## src/rtl/sum_last4_arb.sv

```systemverilog
// Two-channel round-robin front end sharing one last-4 window-sum adder.
// Optional macro WIN_AVG_EN adds a registered floor(sum/4) output avg.
module sum_last4_arb #(
    parameter int DW = 8
) (
    input  logic          clk,
    input  logic          reset,
    input  logic          req0,
    input  logic [DW-1:0] data0,
    input  logic          req1,
    input  logic [DW-1:0] data1,
    input  logic          flush,
    output logic          gnt0,
    output logic          gnt1,
    output logic          busy,
    output logic          out_valid,
    output logic          out_ch,
`ifdef WIN_AVG_EN
    output logic [DW-1:0] avg,
`endif
    output logic [DW+1:0] out
);

    typedef enum logic {
        IDLE,
        CALC
    } state_t;

    state_t state;
    state_t state_nxt;

    logic                 prio;
    logic                 sel;
    logic [DW-1:0]        cur;
    logic [2:0][DW-1:0]   hist0;
    logic [2:0][DW-1:0]   hist1;
    logic [2:0][DW-1:0]   hsel;
    logic [DW+1:0]        sum;

    // State register; reset returns to IDLE and drops any pending sample.
    always_ff @(posedge clk) begin
        if (!reset) begin
            state <= IDLE;
        end else begin
            state <= state_nxt;
        end
    end

    // Arbitration and next state; grants only in IDLE, never during flush.
    always_comb begin
        state_nxt = state;
        gnt0      = 1'b0;
        gnt1      = 1'b0;
        case (state)
            IDLE: begin
                if (reset && !flush) begin
                    if (req0 && (!req1 || !prio)) begin
                        gnt0 = 1'b1;
                    end else if (req1) begin
                        gnt1 = 1'b1;
                    end
                    if (gnt0 || gnt1) begin
                        state_nxt = CALC;
                    end
                end
            end
            CALC: begin
                state_nxt = IDLE;
            end
            default: begin
                state_nxt = IDLE;
            end
        endcase
    end

    assign busy = (state == CALC);

    // Single shared adder over the selected channel's history plus cur.
    always_comb begin
        hsel = sel ? hist1 : hist0;
        sum  = {2'b00, hsel[0]} + {2'b00, hsel[1]}
             + {2'b00, hsel[2]} + {2'b00, cur};
    end

    // Capture on grant, produce result and shift history in CALC.
    always_ff @(posedge clk) begin
        if (!reset) begin
            prio      <= 1'b0;
            sel       <= 1'b0;
            cur       <= '0;
            hist0     <= '0;
            hist1     <= '0;
            out       <= '0;
            out_ch    <= 1'b0;
            out_valid <= 1'b0;
`ifdef WIN_AVG_EN
            avg       <= '0;
`endif
        end else begin
            out_valid <= 1'b0;
            if (flush) begin
                hist0 <= '0;
                hist1 <= '0;
                out   <= '0;
`ifdef WIN_AVG_EN
                avg   <= '0;
`endif
            end else if (gnt0 || gnt1) begin
                cur  <= gnt1 ? data1 : data0;
                sel  <= gnt1;
                prio <= ~gnt1;
            end else if (state == CALC) begin
                out       <= sum;
                out_ch    <= sel;
                out_valid <= 1'b1;
`ifdef WIN_AVG_EN
                avg       <= sum[DW+1:2];
`endif
                if (sel) begin
                    hist1 <= {hist1[1:0], cur};
                end else begin
                    hist0 <= {hist0[1:0], cur};
                end
            end
        end
    end

endmodule

```

## config.mk

```make
export PLATFORM = sky130hd
export DESIGN_NAME = sum_last4_arb
export DESIGN_NICKNAME = d
export VERILOG_FILES = /design/src/rtl/sum_last4_arb.sv
export SDC_FILE = /design/constraint.sdc
export NUM_CORES = 1
export LEC_CHECK = 0
export BUFFER_PORTS_ARGS = -buffer_cell sky130_fd_sc_hd__buf_2
export CAP_MARGIN = 20
export CORE_MARGIN = 3
export CORE_UTILIZATION = 60
export CTS_BUF_LIST = sky130_fd_sc_hd__clkbuf_8
export DETAILED_ROUTE_END_ITERATION = 6
export PLACE_DENSITY_LB_ADDON = 0.05
export SYNTH_ARGS = -nofsm -noshare
export SYNTH_HDL_FRONTEND = slang
export SYNTH_SLANG_ARGS = --single-unit
```

## constraint.sdc

```tcl
create_clock -name clk -period 4.4 [get_ports clk]
set_input_delay 0 -clock clk [delete_from_list [all_inputs] [get_ports clk]]
set_output_delay 0 -clock clk [all_outputs]
set_load 0.05 [all_outputs]
```

* Word level (Yosys, flattened, before mapping)
Cells that the tools add are included.
** Word-level totals
- Bits in registers :: 71
- Input port bits :: 21
- Output and inout port bits :: 15
** Cells by class
- $add $sub $neg :: 3
- Mux-type cells :: 17
- Bitwise gates (word level) :: 6
- Reductions and logical operators :: 15
** Operator list (number)
- 24-bit 2-to-1 mux :: 1
- 1-bit 2-to-1 mux :: 14
- 10-bit by 8-bit adder with 10-bit output :: 1
- 9-bit by 8-bit adder with 10-bit output :: 1
- 8-bit by 8-bit adder with 9-bit output :: 1
- 3-bit AND reduction :: 3
- 8-bit 2-to-1 mux :: 1
- 1-bit NOT :: 6
- 2-bit AND reduction :: 2
- 1-bit zero test :: 3
- 1-bit logical OR :: 3
- 3-bit OR reduction :: 1
- 1-bit logical AND :: 2
- 1-bit one-hot mux with 2 select lines :: 1
- 2-bit OR reduction :: 1

* Longest topological paths before layout
- Depth after elaboration :: 11
- Mapped depth :: 12

* Worst setup path before layout
Ideal clock, no wire load.
- Kind :: register to register
- Start :: register sel
- End :: register out[9]
- Arrival :: 3.333 ns
- Data required time :: 4.283 ns
- Slack :: 0.949 ns
- Stages on the path, launching flop included :: 12
- Buffers on the path :: 2
- Period minus slack after synthesis :: 3.451 ns
- Cell sequence :: dfxtp_1 -> buf_2 -> buf_2 -> mux2_2 -> fa_1 -> fa_1 -> ha_1 -> fa_1 -> a21oi_1 -> o21ai_0 -> nand2b_1 -> a32o_1
** On the way
- Longest elaborated chain between the ends :: 4
** Ends and longest elaborated chain
- from (decl) :: line 33 : logic sel;
- from (signal assigned) :: line 110 : sel <= gnt1;
- 24-bit 2-to-1 mux * :: line 80 : hsel = sel ? hist1 : hist0;
- 8-bit by 8-bit adder with 9-bit output :: line 81 : sum = {2'b00, hsel[0]} + {2'b00, hsel[1]}
- 9-bit by 8-bit adder with 10-bit output * :: line 82 : + {2'b00, hsel[2]} + {2'b00, cur};
- 10-bit by 8-bit adder with 10-bit output * :: line 82
- to (signal assigned) :: line 113 : out <= sum;
- to (decl) :: line 21 : output logic [DW+1:0] out
Mark *: on every way between the ends. The rest lies on a longest branch, timed or not.
A chain may end at the register's enable or synchronous reset.

* Worst setup path after layout
Ends and elaborated chain as after synthesis.

==> flow_summary.toml <==
[cts]
cts.htree.levels = 3
cts_root_buffer = "clkbuf_8"
clk_path_buf_depth = 2
worstSkewPairLatency_ns = 0.33
cts.sinks = 71
clk_pin_slew_ns = 0.07
cts_buffers = 9
cts_tree = "done"

[route]
dr.first_iter.drc_count = 124
routed_wl_um = 7540
post_drt_wl_per_cell_um = 14.3
first_pass_iters = 4
vias = 2876
ant_nets = 0
avgViaCountPerCell = 5.47
drc = 0

[sta]
rsz0062_at_grt = "false"
fmax_mhz = 257
period_needed_ns = 3.88
maxSlewViolCount = 0
post-route-period-util_pct = 88.3
setup_tns_ns = 0
setup-violations-final = 0
slew_headroom_pct = 34.6
timing_hold_violations_final = 0
worst_pin_slew_ns = 0.981
skew_ns = 0.00655

[grt]
grt_pass1_vias = 2690
grt_pass1_wl_um = 12500
overflow = 0
grt.total_usage_pct = 22.0
antenna_found_initial = 0
grt_max_degree = 57

[setup_path]
r2r_start = "sel"
worstReg2RegEnd = "out[9]"
start_kind = "register"
crit_family = "adder cells"
critPathRequiredTime_ns = 4.61
max_stage_delay_ns = 0.85
cp.arrival_ns = 4.10
critPathSlowestCell = "dfxtp_1"
rrSetupSlack_ns = 0.52
crit_fanout = 16
crit_type = "reg2reg"
path_buf_inv = 2
path_cells = "buf_4 > mux2i_1 > fa_1 > fa_1 > inv_1 > ha_1 > a21oi_1 > o21ai_0 > nand2b_1 > a32o_1"
ff2ff_path_depth = 10
cp-end-kind = "register"
crit_top_cell = "fa_1"
startpoint = "sel"

[worst_hold_path]
hold_class = "in2reg"
holdPathEnd = "prio"
min_from = "reset"
holdPathStages = 2

[logic_synthesis]
synth_nets = 458
synth_top_family_by_area = "simple AND/OR/NAND/NOR gates"
synth_edf_count = 0
synthCells = 412
synth-simple-area-share_pct = 18.0
ys.flop_type = "dfxtp_1"
synth_seq_cells = 71
synth_compound_area_share_pct = 13.1
seq_area_frac_synth_pct = 39.6
synth_fa_ha_area_share_pct = 12.1
synth.avg_cell_area_um2 = 8.72
synthArstFlopShare_pct = 0
synth_xor_area_share_pct = 0.244
ys_types = 41
synth.area.mux_share_pct = 10.6
synth_area_um2 = 3590
synth_warnings = 0

[run_status]
status = "completed"

[final_layout]
drive_gt1_share_pct = 13.4
post-route-util_pct = 72.1
fillers = 435
multiInputGateArea_um2 = 1940
regArea_um2 = 1420
layout.nets = 497
synthToLayoutAreaGrowth_pct = 13.2
antenna_cells = 0

[floorplan]
dieWidth_um = 83.4
dieArea_um2 = 6950
io-pin-count = 36
die_h_um = 83.4
core_um2 = 5640
start_util_pct = 63.7
row_count = 27

[placement]
gp_congestion = 0.816
port_buffers = 35
dp_hpwl_um = 5060

[pwr]
powerDensity_nw_per_um2 = 291
ir_worst_vdd_uv = 242
p_leak_nw = 1.60

[flow_run]
cap_violations = 0
-- state kept, by name, summed over array words and instances, names as in the netlist --
| signal | cells |
|---|---|
| busy | 1 |
| cur | 8 |
| hist0 | 24 |
| hist1 | 24 |
| out | 10 |
| out_ch | 1 |
| out_valid | 1 |
| prio | 1 |
| sel | 1 |
-- layout make-up --
cell class / count / share of cell area [%]
Clock buffer: 9 / 3.05
Clock inverter: 5 / 0.523
Inverter: 26 / 2.40
Multi-Input combinational cell: 289 / 47.8
Sequential cell: 71 / 35.0
Tap cell: 72 / 2.22
Timing Repair Buffer: 54 / 9.11
-- cell usage after synthesis, drive strengths merged (2+ instances only) --
library cell,instances,share of area [%]
mux2,7,2.2
nand3b,4,0.84
inv,26,2.7
nor3b,5,1.2
fa,16,8.9
nor3,2,0.28
nand2,101,11
nor2b,5,0.87
o211ai,4,0.84
clkbuf,3,0.31
nand3,4,0.70
ha,9,3.1
o21ai,11,1.5
a32o,2,0.56
nand2b,6,1.0
buf,23,3.4
mux2i,30,8.4
dfxtp,71,40
a21oi,61,8.5
nand4b,4,0.98
nor2,5,0.52
-- cells by family (layout without fill, tap and decap cells) --
family / count (synthesis) / count (layout)
muxes: 37 / 37
and+or+nand+nor: 141 / 141
buffers and inverters: 52 / 94
xor gates and xnor gates: 1 / 1
adders and majority gates: 25 / 25
AOI/OAI and AO/OA: 85 / 85
DFF: 71 / 71
-- per-stage QoR --
stage          hold WS, ns  std cells  area [um2]  power [mW]  setup slack (ns)
3_3_place_gp         0.287        495        3740       0.769             0.629
3_5_place_dp         0.295        495        3740       0.771             0.536
2_1_floorplan        0.150        412        3590       0.745             0.949
6_report            0.0357        526        4070        1.18             0.516
4_1_cts             0.0256        525        4050        1.19             0.526
5_1_grt             0.0416        526        4070        1.24             0.341
-- metal layers --
layer / GRT usage [%] / vias up / share of wire (%) / wire, um
met3: 5.56 / 10 / 4.5 / 339
met1: 29.1 / 1355 / 45 / 3400
met2: 35.1 / 57 / 49 / 3660
met5: 0 / - / 0 / 0
met4: 7.43 / 0 / 1.7 / 129
li1: - / 1454 / - / -
-- power breakdown --
group	total [mW]	switching, mW	internal, mW
logic	0.107	0.0613	0.0455
clock network	0.412	0.222	0.190
registers	0.664	0.0138	0.650
-- what timing repair did --
item | CTS | global route
hold buffers | 16 | 0
gates resized for setup | 0 | 0
endpoints found under the hold margin | 8 | 0
buffers inserted | 0 | 0
-- cells in the final DEF, fill, tap and decap left out, types with 5 or more instances in the layout --
cell | netlist | routed
a21oi_1 | 61 | 61
buf_2 | 16 | 35
clkbuf_8 | 0 | 9
dfxtp_1 | 71 | 71
dlygate4sd3_1 | 0 | 16
fa_1 | 16 | 16
ha_1 | 9 | 9
inv_1 | 25 | 28
mux2_2 | 6 | 6
mux2i_1 | 30 | 30
nand2_1 | 101 | 101
nand2b_1 | 6 | 5
nor2_1 | 5 | 5
nor2b_1 | 5 | 5
o21ai_0 | 7 | 7
-- how the worst max path moves through the flow --
stage	to	slack [ns]	depth (start not counted)
2_1_floorplan	out[9]	0.95	11
3_3_place_gp	out[9]	0.63	10
3_5_place_dp	out[9]	0.54	10
4_1_cts	out[9]	0.53	10
5_1_grt	out[9]	0.34	10
6_report	out[9]	0.52	10
No activity file was read; power rests on OpenSTA's default activity.
